## src/rtl/reg_file_pkg.sv

```systemverilog
// reg_file_pkg: shared defaults and constants for the multi-port register file
package reg_file_pkg;
  localparam int DATA_W_DEF = 32;
  localparam int ADDR_W_DEF = 5;
  localparam int NUM_RD_DEF = 2;
  localparam logic [DATA_W_DEF-1:0] WORD_ZERO = '0;
endpackage

```

## src/rtl/reg_scoreboard.sv

```systemverilog
// reg_scoreboard: pending bits per register with reserve-over-write priority and registered population count
module reg_scoreboard
  import reg_file_pkg::*;
#(
  parameter int ADDR_W   = ADDR_W_DEF,
  parameter int ZERO_REG = 1
) (
  input  logic                  clk,
  input  logic                  rst_n,
  input  logic                  rsv_en,
  input  logic [ADDR_W-1:0]     rsv_addr,
  input  logic                  wr0_en,
  input  logic [ADDR_W-1:0]     wr0_addr,
  input  logic                  wr1_en,
  input  logic [ADDR_W-1:0]     wr1_addr,
  output logic [2**ADDR_W-1:0]  pending,
  output logic [ADDR_W:0]       pend_cnt
);
  localparam int DEPTH = 2**ADDR_W;
  logic [DEPTH-1:0] pend_q, pend_d;
  logic [ADDR_W:0]  cnt_q, cnt_d;
  always_comb begin
    pend_d = pend_q;
    if (wr0_en) pend_d[wr0_addr] = 1'b0;
    if (wr1_en) pend_d[wr1_addr] = 1'b0;
    if (rsv_en) pend_d[rsv_addr] = 1'b1;
    if (ZERO_REG != 0) pend_d[0] = 1'b0;
    cnt_d = (ADDR_W+1)'($countones(pend_d));
  end
  always_ff @(posedge clk or negedge rst_n) begin
    if (!rst_n) begin
      pend_q <= '0;
      cnt_q  <= '0;
    end else begin
      pend_q <= pend_d;
      cnt_q  <= cnt_d;
    end
  end
  assign pending  = pend_q;
  assign pend_cnt = cnt_q;
endmodule

```

## src/rtl/reg_file_mp.sv

```systemverilog
// reg_file_mp: multi-read, dual-write register file with optional write bypass and pending scoreboard
module reg_file_mp
  import reg_file_pkg::*;
#(
  parameter int DATA_W   = DATA_W_DEF,
  parameter int ADDR_W   = ADDR_W_DEF,
  parameter int NUM_RD   = NUM_RD_DEF,
  parameter int ZERO_REG = 1,
  parameter int BYPASS   = 1
) (
  input  logic                     clk,
  input  logic                     rst_n,
  input  logic [NUM_RD*ADDR_W-1:0] rd_addr,
  output logic [NUM_RD*DATA_W-1:0] rd_data,
  output logic [NUM_RD-1:0]        rd_busy,
  input  logic                     wr0_en,
  input  logic [ADDR_W-1:0]        wr0_addr,
  input  logic [DATA_W-1:0]        wr0_data,
  input  logic                     wr1_en,
  input  logic [ADDR_W-1:0]        wr1_addr,
  input  logic [DATA_W-1:0]        wr1_data,
  input  logic                     rsv_en,
  input  logic [ADDR_W-1:0]        rsv_addr,
  output logic                     wr_conflict,
  output logic [ADDR_W:0]          pend_cnt
);
  localparam int DEPTH = 2**ADDR_W;
  localparam logic [DATA_W-1:0] ZERO_W = DATA_W'(WORD_ZERO);
  logic [DATA_W-1:0] mem_q [DEPTH];
  logic [DATA_W-1:0] mem_d [DEPTH];
  logic              conf_q, conf_d;
  logic [DEPTH-1:0]  pending;
  always_comb begin
    mem_d = mem_q;
    if (wr0_en) mem_d[wr0_addr] = wr0_data;
    if (wr1_en) mem_d[wr1_addr] = wr1_data;
    if (ZERO_REG != 0) mem_d[0] = ZERO_W;
    conf_d = conf_q | (wr0_en & wr1_en & (wr0_addr == wr1_addr) & ~((ZERO_REG != 0) && (wr0_addr == '0)));
  end
  always_ff @(posedge clk or negedge rst_n) begin
    if (!rst_n) begin
      mem_q  <= '{default: ZERO_W};
      conf_q <= 1'b0;
    end else begin
      mem_q  <= mem_d;
      conf_q <= conf_d;
    end
  end
  assign wr_conflict = conf_q;
  reg_scoreboard #(.ADDR_W(ADDR_W), .ZERO_REG(ZERO_REG)) u_sb (
    .clk      (clk),
    .rst_n    (rst_n),
    .rsv_en   (rsv_en),
    .rsv_addr (rsv_addr),
    .wr0_en   (wr0_en),
    .wr0_addr (wr0_addr),
    .wr1_en   (wr1_en),
    .wr1_addr (wr1_addr),
    .pending  (pending),
    .pend_cnt (pend_cnt)
  );
  // a forwarded write also hides the pending flag, since the value is now available
  for (genvar i = 0; i < NUM_RD; i++) begin : g_rd
    logic [ADDR_W-1:0] ra;
    logic              h0, h1, zr;
    assign ra = rd_addr[i*ADDR_W +: ADDR_W];
    assign h0 = (BYPASS != 0) && wr0_en && (wr0_addr == ra);
    assign h1 = (BYPASS != 0) && wr1_en && (wr1_addr == ra);
    assign zr = (ZERO_REG != 0) && (ra == '0);
    assign rd_data[i*DATA_W +: DATA_W] = zr ? ZERO_W : h1 ? wr1_data : h0 ? wr0_data : mem_q[ra];
    assign rd_busy[i] = pending[ra] & ~(h0 | h1);
  end
endmodule

```

## config.mk

```make
export PLATFORM = sky130hd
export DESIGN_NAME = reg_file_mp
export DESIGN_NICKNAME = d
export VERILOG_FILES = /design/src/rtl/reg_file_pkg.sv /design/src/rtl/reg_scoreboard.sv /design/src/rtl/reg_file_mp.sv
export SDC_FILE = /design/constraint.sdc
export NUM_CORES = 2
export LEC_CHECK = 0
export CORE_MARGIN = 2
export CORE_UTILIZATION = 45
export CTS_BUF_LIST = sky130_fd_sc_hd__clkbuf_2
export DETAILED_ROUTE_END_ITERATION = 6
export GPL_ROUTABILITY_DRIVEN = 1
export SYNTH_ARGS = -nofsm -noshare
export SYNTH_HDL_FRONTEND = slang
export SYNTH_SLANG_ARGS = --single-unit
export TNS_END_PERCENT = 20
```

## constraint.sdc

```tcl
create_clock -name clk -period 4.9 [get_ports clk]
set_clock_uncertainty 0.05 [all_clocks]
set_input_delay 0.98 -clock clk [delete_from_list [all_inputs] [get_ports clk]]
set_output_delay 0.98 -clock clk [all_outputs]
set_load 0.01 [all_outputs]
```

# After elaboration in Yosys (flattened, before gate mapping)
# Index checks and enable logic that the tools add are counted.
# totals
reg_bits,1030
in_bits,94
output_inout_bits,73
word_cells,148
# op_classes
addsub,30
order_cmp,14
n_eq_ne,5
muxes,33
n_bitwise,20
reduce_logical,12
# op_table
cell,count
bitwise mux 1024 bit,2
two-way mux 1024 bit,1
two-way mux 992 bit,1
two-way mux 32 bit,15
binary-select mux 32 bit (select 5 bit),2
demux 32 bit (select 5 bit),2
adder 6 bit,14
AND 32 bit,2
inverter 32 bit,2
OR 32 bit,1
adder 1 x 1 -> 2 bit,15
< comparator 5 x 6 -> 1 bit (second input constant),5
== test 5 bit,5
greater-or-equal comparator 6 bit (second input constant),4
inverter 5 -> 6 bit,4
demux 1 bit (select 5 bit),3
greater-or-equal comparator 5 x 1 -> 1 bit (second input constant),3
logical NOT 5 bit,3
< comparator 6 x 1 -> 1 bit (second input constant),2
binary-select mux 1 bit (select 5 bit),2
logical AND 1 bit,9
adder 1 x 6 -> 6 bit,1
AND 1 bit,5
two-way mux 1 bit,5
2 further kinds,6

# Longest topological paths before layout
# depth
depth_word,16
ltp_mapped,25
depth_no_buf,23

# Hierarchy
# A second synthesis with hierarchy kept.
# hier_totals
cells_unflattened,6687
hier_area_um2,67463.5
# modules_own_cells
module,n_inst,cells_each,area_each_um2,seq_area_each_um2
reg_file_mp,1,6405,64640.7,24848.8
reg_scoreboard,1,282,2822.7,925.9

# Worst setup path before layout
# No wires, ideal clock.
# synth_timing
path_kind,input to register
from,in wr0_en
to,reg u_sb.cnt_q[4] (netlist: u_sb.pend_cnt[4])
setup_ps,80
t_arrival_ps,6328
required_ps,4770
path_slack_ps,-1558
path_stages,24
path_buffers,3
cell_sequence,buf_2 nand2_1 or2_2 clkbuf_1 nor2_2 buf_6 o21ai_0 ha_1 inv_1 fa_1 inv_1 fa_1 inv_1 fa_1 inv_1 fa_1 inv_1 fa_1 inv_1 ha_1 fa_1 a21o_1 a21oi_1 xnor2_1
# synth_via
elab_chain_cells,10
elab_cells_between_ends,35
classes_between,add/sub (30); mux (3); bitwise (2)
# synth_lines
element,line_no,source
"start, declared",reg_file_mp.sv:16,"input logic wr0_en,"
two-way mux 32 bit (*),reg_scoreboard.sv:24,if (wr0_en) pend_d[wr0_addr] = 1'b0;
AND 32 bit (no source line),-,
two-way mux 32 bit (*),reg_scoreboard.sv:25,if (wr1_en) pend_d[wr1_addr] = 1'b0;
OR 32 bit (no source line),-,
two-way mux 32 bit (*),reg_scoreboard.sv:26,if (rsv_en) pend_d[rsv_addr] = 1'b1;
via u_sb.pend_d[13],reg_scoreboard.sv:20,"logic [DEPTH-1:0] pend_q, pend_d;"
adder 1 x 1 -> 2 bit (implied by the code) (*),reg_scoreboard.sv:28,cnt_d = (ADDR_W+1)'($countones(pend_d));
adder 6 bit (implied by the code) (*) (4 in a row),reg_scoreboard.sv:28,
via u_sb.cnt_d[4],reg_scoreboard.sv:21,"logic [ADDR_W:0] cnt_q, cnt_d;"
"end signal, assigned",reg_scoreboard.sv:36,cnt_q <= cnt_d;
"end, declared",reg_scoreboard.sv:21,
# Mark *: on every way through the listed nets, which the timed path passes. The rest lies on a longest branch.

# Worst setup path in the final report
# layout_timing
from,reg mem_q[966] in the netlist's numbering
to,out rd_data[38]
# layout_via
elab_chain_cells,6
# layout_lines
element,line_no,source
"start, declared",reg_file_mp.sv:29,logic [DATA_W-1:0] mem_q [DEPTH];
"start signal, assigned",reg_file_mp.sv:45,mem_q <= mem_d;
binary-select mux 32 bit (select 5 bit),reg_file_mp.sv:70,assign rd_data[i*DATA_W +: DATA_W] = zr ? ZERO_W : h1 ? wr1_data : h0 ? wr0_data : mem_q[ra];
two-way mux 32 bit (implied by the code) (2 in a row),reg_file_mp.sv:70,
two-way mux 32 bit (3 in a row),reg_file_mp.sv:70,
"end, declared",reg_file_mp.sv:14,"output logic [NUM_RD*DATA_W-1:0] rd_data,"
# Every way passes these cells. The select of a mux whose other input is x is not followed.

==> impl_metrics.json <==
{
  "outcome": "complete, but fails checks",
  "violations": "hold timing, setup timing",
  "netlist.top_cell.by_area": "sky130_fd_sc_hd__dfrtp_1",
  "clock.fmax_mhz": 195,
  "dr_total_vias": 58500,
  "globalRoute.totalOverflow": 0,
  "critical_path.reg2reg.endpoint": "u_sb.pend_cnt[4]",
  "drcViolationCount": 0,
  "synthFlopType": "sky130_fd_sc_hd__dfrtp_1",
  "grt_antenna_before_repair": 20,
  "final_antenna_net_count": 0,
  "cts.reportedPaths.clkPinSlew_ps": 100,
  "hold_depth": 5,
  "timing.critical_path.from": "mem_q[966]",
  "syn_nets": 6750,
  "r2r_start": "u_sb.pending[9]",
  "largest_cells_by_area_after_synthesis": "sky130_fd_sc_hd__dfrtp_1 (39%), sky130_fd_sc_hd__mux2i_1 (19%), sky130_fd_sc_hd__mux4_2 (12%)",
  "tritoncts": "yes",
  "crit_end": "rd_data[38]",
  "timing.hold.worst.class": "in -> reg",
  "vdd.ir_drop.worst_v": 0.000942,
  "dp_cells": 8375,
  "post_synth_instance_area_um2": 66600,
  "tritoncts_num_sinks": 1030,
  "max_slew.worst_pin.slew_ps": 1280,
  "timing_max_transition_violations_final": 0,
  "cellLeakagePower_nw": 34.0,
  "post-route-period-util": 1.05,
  "avgRoutedWirePerCell_um": 31.9,
  "synth_enable_flop_cells": 0,
  "maxCapViolCount": 0,
  "dp_hpwl_um": 163000,
  "critical_path.max_fanout": 3,
  "insertion_delay_ps": 1730,
  "netlist.area_leader.share": 0.387,
  "critical_path.endpoint_type": "output pin",
  "most_instantiated_library_cell_after_synthesis": "sky130_fd_sc_hd__mux2i_1",
  "max_slew_margin": 0.145,
  "finalSetupViolCount": 15,
  "die-height_um": 389,
  "hold_viol_final": 2,
  "synth.yosys.warnings": 0,
  "viasPerCell": 6.56,
  "final_layout_size_suffix_gt1_frac": 0.224,
  "layout_setup_ws_ps": -240,
  "r2r.worst_path.cells": 18,
  "fin_hold_ws_ps": -19.6,
  "critical_path_max_stage_delay_ps": 510,
  "synth_register_bits": 1030,
  "cp-start-kind": "flip-flop",
  "timing.critical_path.max_delay_family": "compound AO/OA/AOI/OAI gates",
  "placementRows": 141,
  "timing.critical_path.slowest_stage_cell": "sky130_fd_sc_hd__clkdlybuf4s50_1",
  "cts_htree_levels": 5,
  "place.port_buffers": 166,
  "timing.setup.critical_path_class": "reg -> out",
  "cellPowerDensity_nw_per_um2": 403,
  "netlist_instances": 6608,
  "regToRegSetupSlack_ps": -30,
  "pin_count_of_the_biggest_net_entering_global_routing": 147,
  "finalWirelength_um": 285000,
  "worst_ep_arrival_time_ps": 4110,
  "grt_first_pass_wirelength_um": 408000,
  "synth.distinct_cells": 58,
  "critical_path_depth": 6,
  "numCtsBuffers": 307,
  "fill_cells": 13400,
  "timing.critical_path.buf_inv": 1,
  "final.min_clock_period_ps": 5140,
  "synth_top_cells_by_count": "sky130_fd_sc_hd__mux2i_1 (1267), sky130_fd_sc_hd__dfrtp_1 (1030), sky130_fd_sc_hd__nor2_1 (650)",
  "buffer_type_at_the_clock_tree_root": "sky130_fd_sc_hd__clkbuf_2",
  "start_util": 0.452,
  "dr.pass1.iters": 6,
  "worstPathCellList": "mux2_2 -> a221oi_1 -> nor3_1 -> o211ai_1 -> nand2_1 -> clkdlybuf4s50_1",
  "cts_buffer_depth": 4,
  "synthToLayoutAreaGrowth_pct": 13.3,
  "design.portCount": 167,
  "stdcell_count": 8919,
  "synth_sequential_area_ratio": 0.387,
  "fp.dieArea_um2": 151000,
  "setup_repair_after_global_routing_missed_its_margin": "yes",
  "async_reset_ff_frac": 1.00,
  "power.total_mw": 30.4,
  "gp_routability_congestion": 0.915,
  "drt_iter0_markers": 7884,
  "required_time_at_the_endpoint_of_the_critical_path_ps": 3870,
  "first_global_vias": 56700,
  "design.final.nets": 6921,
  "syn_avg_cell_area_um2": 10.1,
  "placeableCoreArea_um2": 147000,
  "gr-usage-all-layers": 0.372,
  "dieWidth_um": 389
}
## metrics by stage
step | setup WS (ps) | area (um2) | TNS [ps] | util
floorplan | -1050 | 66800 | -4810 | -
global placement | -1590 | 72400 | -15060 | 0.491
detailed placement | -1660 | 72400 | -15840 | 0.491
CTS | -208 | 75200 | -2750 | 0.511
global route | -223 | 75400 | -2100 | 0.512
finish | -240 | 75400 | -1050 | 0.512
## worst min-delay path by stage
stage / start / to / slack [ps]
floorplan: wr_conflict / wr_conflict / 440
global placement: wr_conflict / wr_conflict / 420
detailed placement: wr_conflict / wr_conflict / 410
CTS: wr0_data[23] / mem_q[759] / 2
global route: wr0_en / u_sb.pending[15] / 40
finish: wr0_en / u_sb.pending[15] / -20
## routing by layer
| layer | share of wire | vias to the layer above | track usage |
|---|---|---|---|
| li1 | - | 24400 | - |
| met1 | 0.39 | 28800 | 0.510 |
| met2 | 0.41 | 4303 | 0.523 |
| met3 | 0.14 | 1053 | 0.115 |
| met4 | 0.065 | 8 | 0.206 |
| met5 | 0.00017 | - | 0 |
## cell usage in the layout (no fill, tap or decap), types with 18 or more instances in the layout
cell and instances:
sky130_fd_sc_hd__nor2_1 612, sky130_fd_sc_hd__inv_1 67, sky130_fd_sc_hd__dlygate4sd2_1 28, sky130_fd_sc_hd__nor2_4 39, sky130_fd_sc_hd__buf_12 101, sky130_fd_sc_hd__a221oi_1 47, sky130_fd_sc_hd__dlygate4sd3_1 19, sky130_fd_sc_hd__clkbuf_2 450
sky130_fd_sc_hd__a22o_1 35, sky130_fd_sc_hd__a32o_1 20, sky130_fd_sc_hd__ha_1 22, sky130_fd_sc_hd__nand2_4 32, sky130_fd_sc_hd__fa_1 24, sky130_fd_sc_hd__clkinv_1 42, sky130_fd_sc_hd__mux2i_1 1265, sky130_fd_sc_hd__o22ai_1 222
sky130_fd_sc_hd__diode_2 18, sky130_fd_sc_hd__clkdlybuf4s50_1 102, sky130_fd_sc_hd__mux2_2 69, sky130_fd_sc_hd__a21oi_1 547, sky130_fd_sc_hd__xor2_1 20, sky130_fd_sc_hd__mux4_2 350, sky130_fd_sc_hd__a22oi_1 50, sky130_fd_sc_hd__buf_4 398
sky130_fd_sc_hd__nand2_1 555, sky130_fd_sc_hd__o211ai_1 31, sky130_fd_sc_hd__o21ai_0 484, sky130_fd_sc_hd__dfrtp_1 1030, sky130_fd_sc_hd__nor3_1 65
## cell families (layout without fill, tap and decap cells)
group / Yosys count / after routing / share of synthesized area
multiplexers: 1686 / 1686 / 0.321
XOR/XNOR: 27 / 27 / 0.00355
buffers and inverters: 883 / 1246 / 0.0602
adder cells (fa/ha/maj): 48 / 48 / 0.0118
other: 0 / 18 / 0
AND/OR/NAND/NOR: 1419 / 1419 / 0.0865
flip-flops: 1030 / 1030 / 0.387
AO/OA/AOI/OAI: 1515 / 1515 / 0.130
## area by class of cell
type	instances	area (um2)	share of cell area
Sequential cell	1030	25800	0.342
Antenna cell	18	45.0	0.000597
Clock inverter	51	223	0.00295
Inverter	68	258	0.00342
Multi-Input combinational cell	4695	37700	0.500
Timing Repair Buffer	677	6780	0.0899
Clock buffer	450	2250	0.0299
Tap cell	1930	2410	0.0320
## tightest hold or removal path, stage by stage
cell and delay, ps:
sky130_fd_sc_hd__dlymetal6s2s_1 180, sky130_fd_sc_hd__nand3_1 170, sky130_fd_sc_hd__nor2_4 60, sky130_fd_sc_hd__o21ai_2 190
sky130_fd_sc_hd__buf_4 110
## flip-flops by register name, summed over array words and instances (netlist names)
name and flops:
wr_conflict 1, u_sb.pend_cnt 6, mem_q 992, u_sb.pending 31
## repair_timing
action | in CTS | in global routing
endpoints found under the setup margin | 65 | 34
setup buffers | 2 | 6
pin swaps | 11 | 11
gates resized for setup | 137 | 23
endpoints found under the hold margin | 1012 | 3
hold buffers | 16 | 4
## report_power, final
| group | switching (mW) | internal [mW] |
|---|---|---|
| combinational | 5.41 | 5.87 |
| sequential | 1.81 | 10.8 |
| clock | 4.04 | 2.45 |
| total | 11.3 | 19.1 |
(Power assumes the default switching activity.)
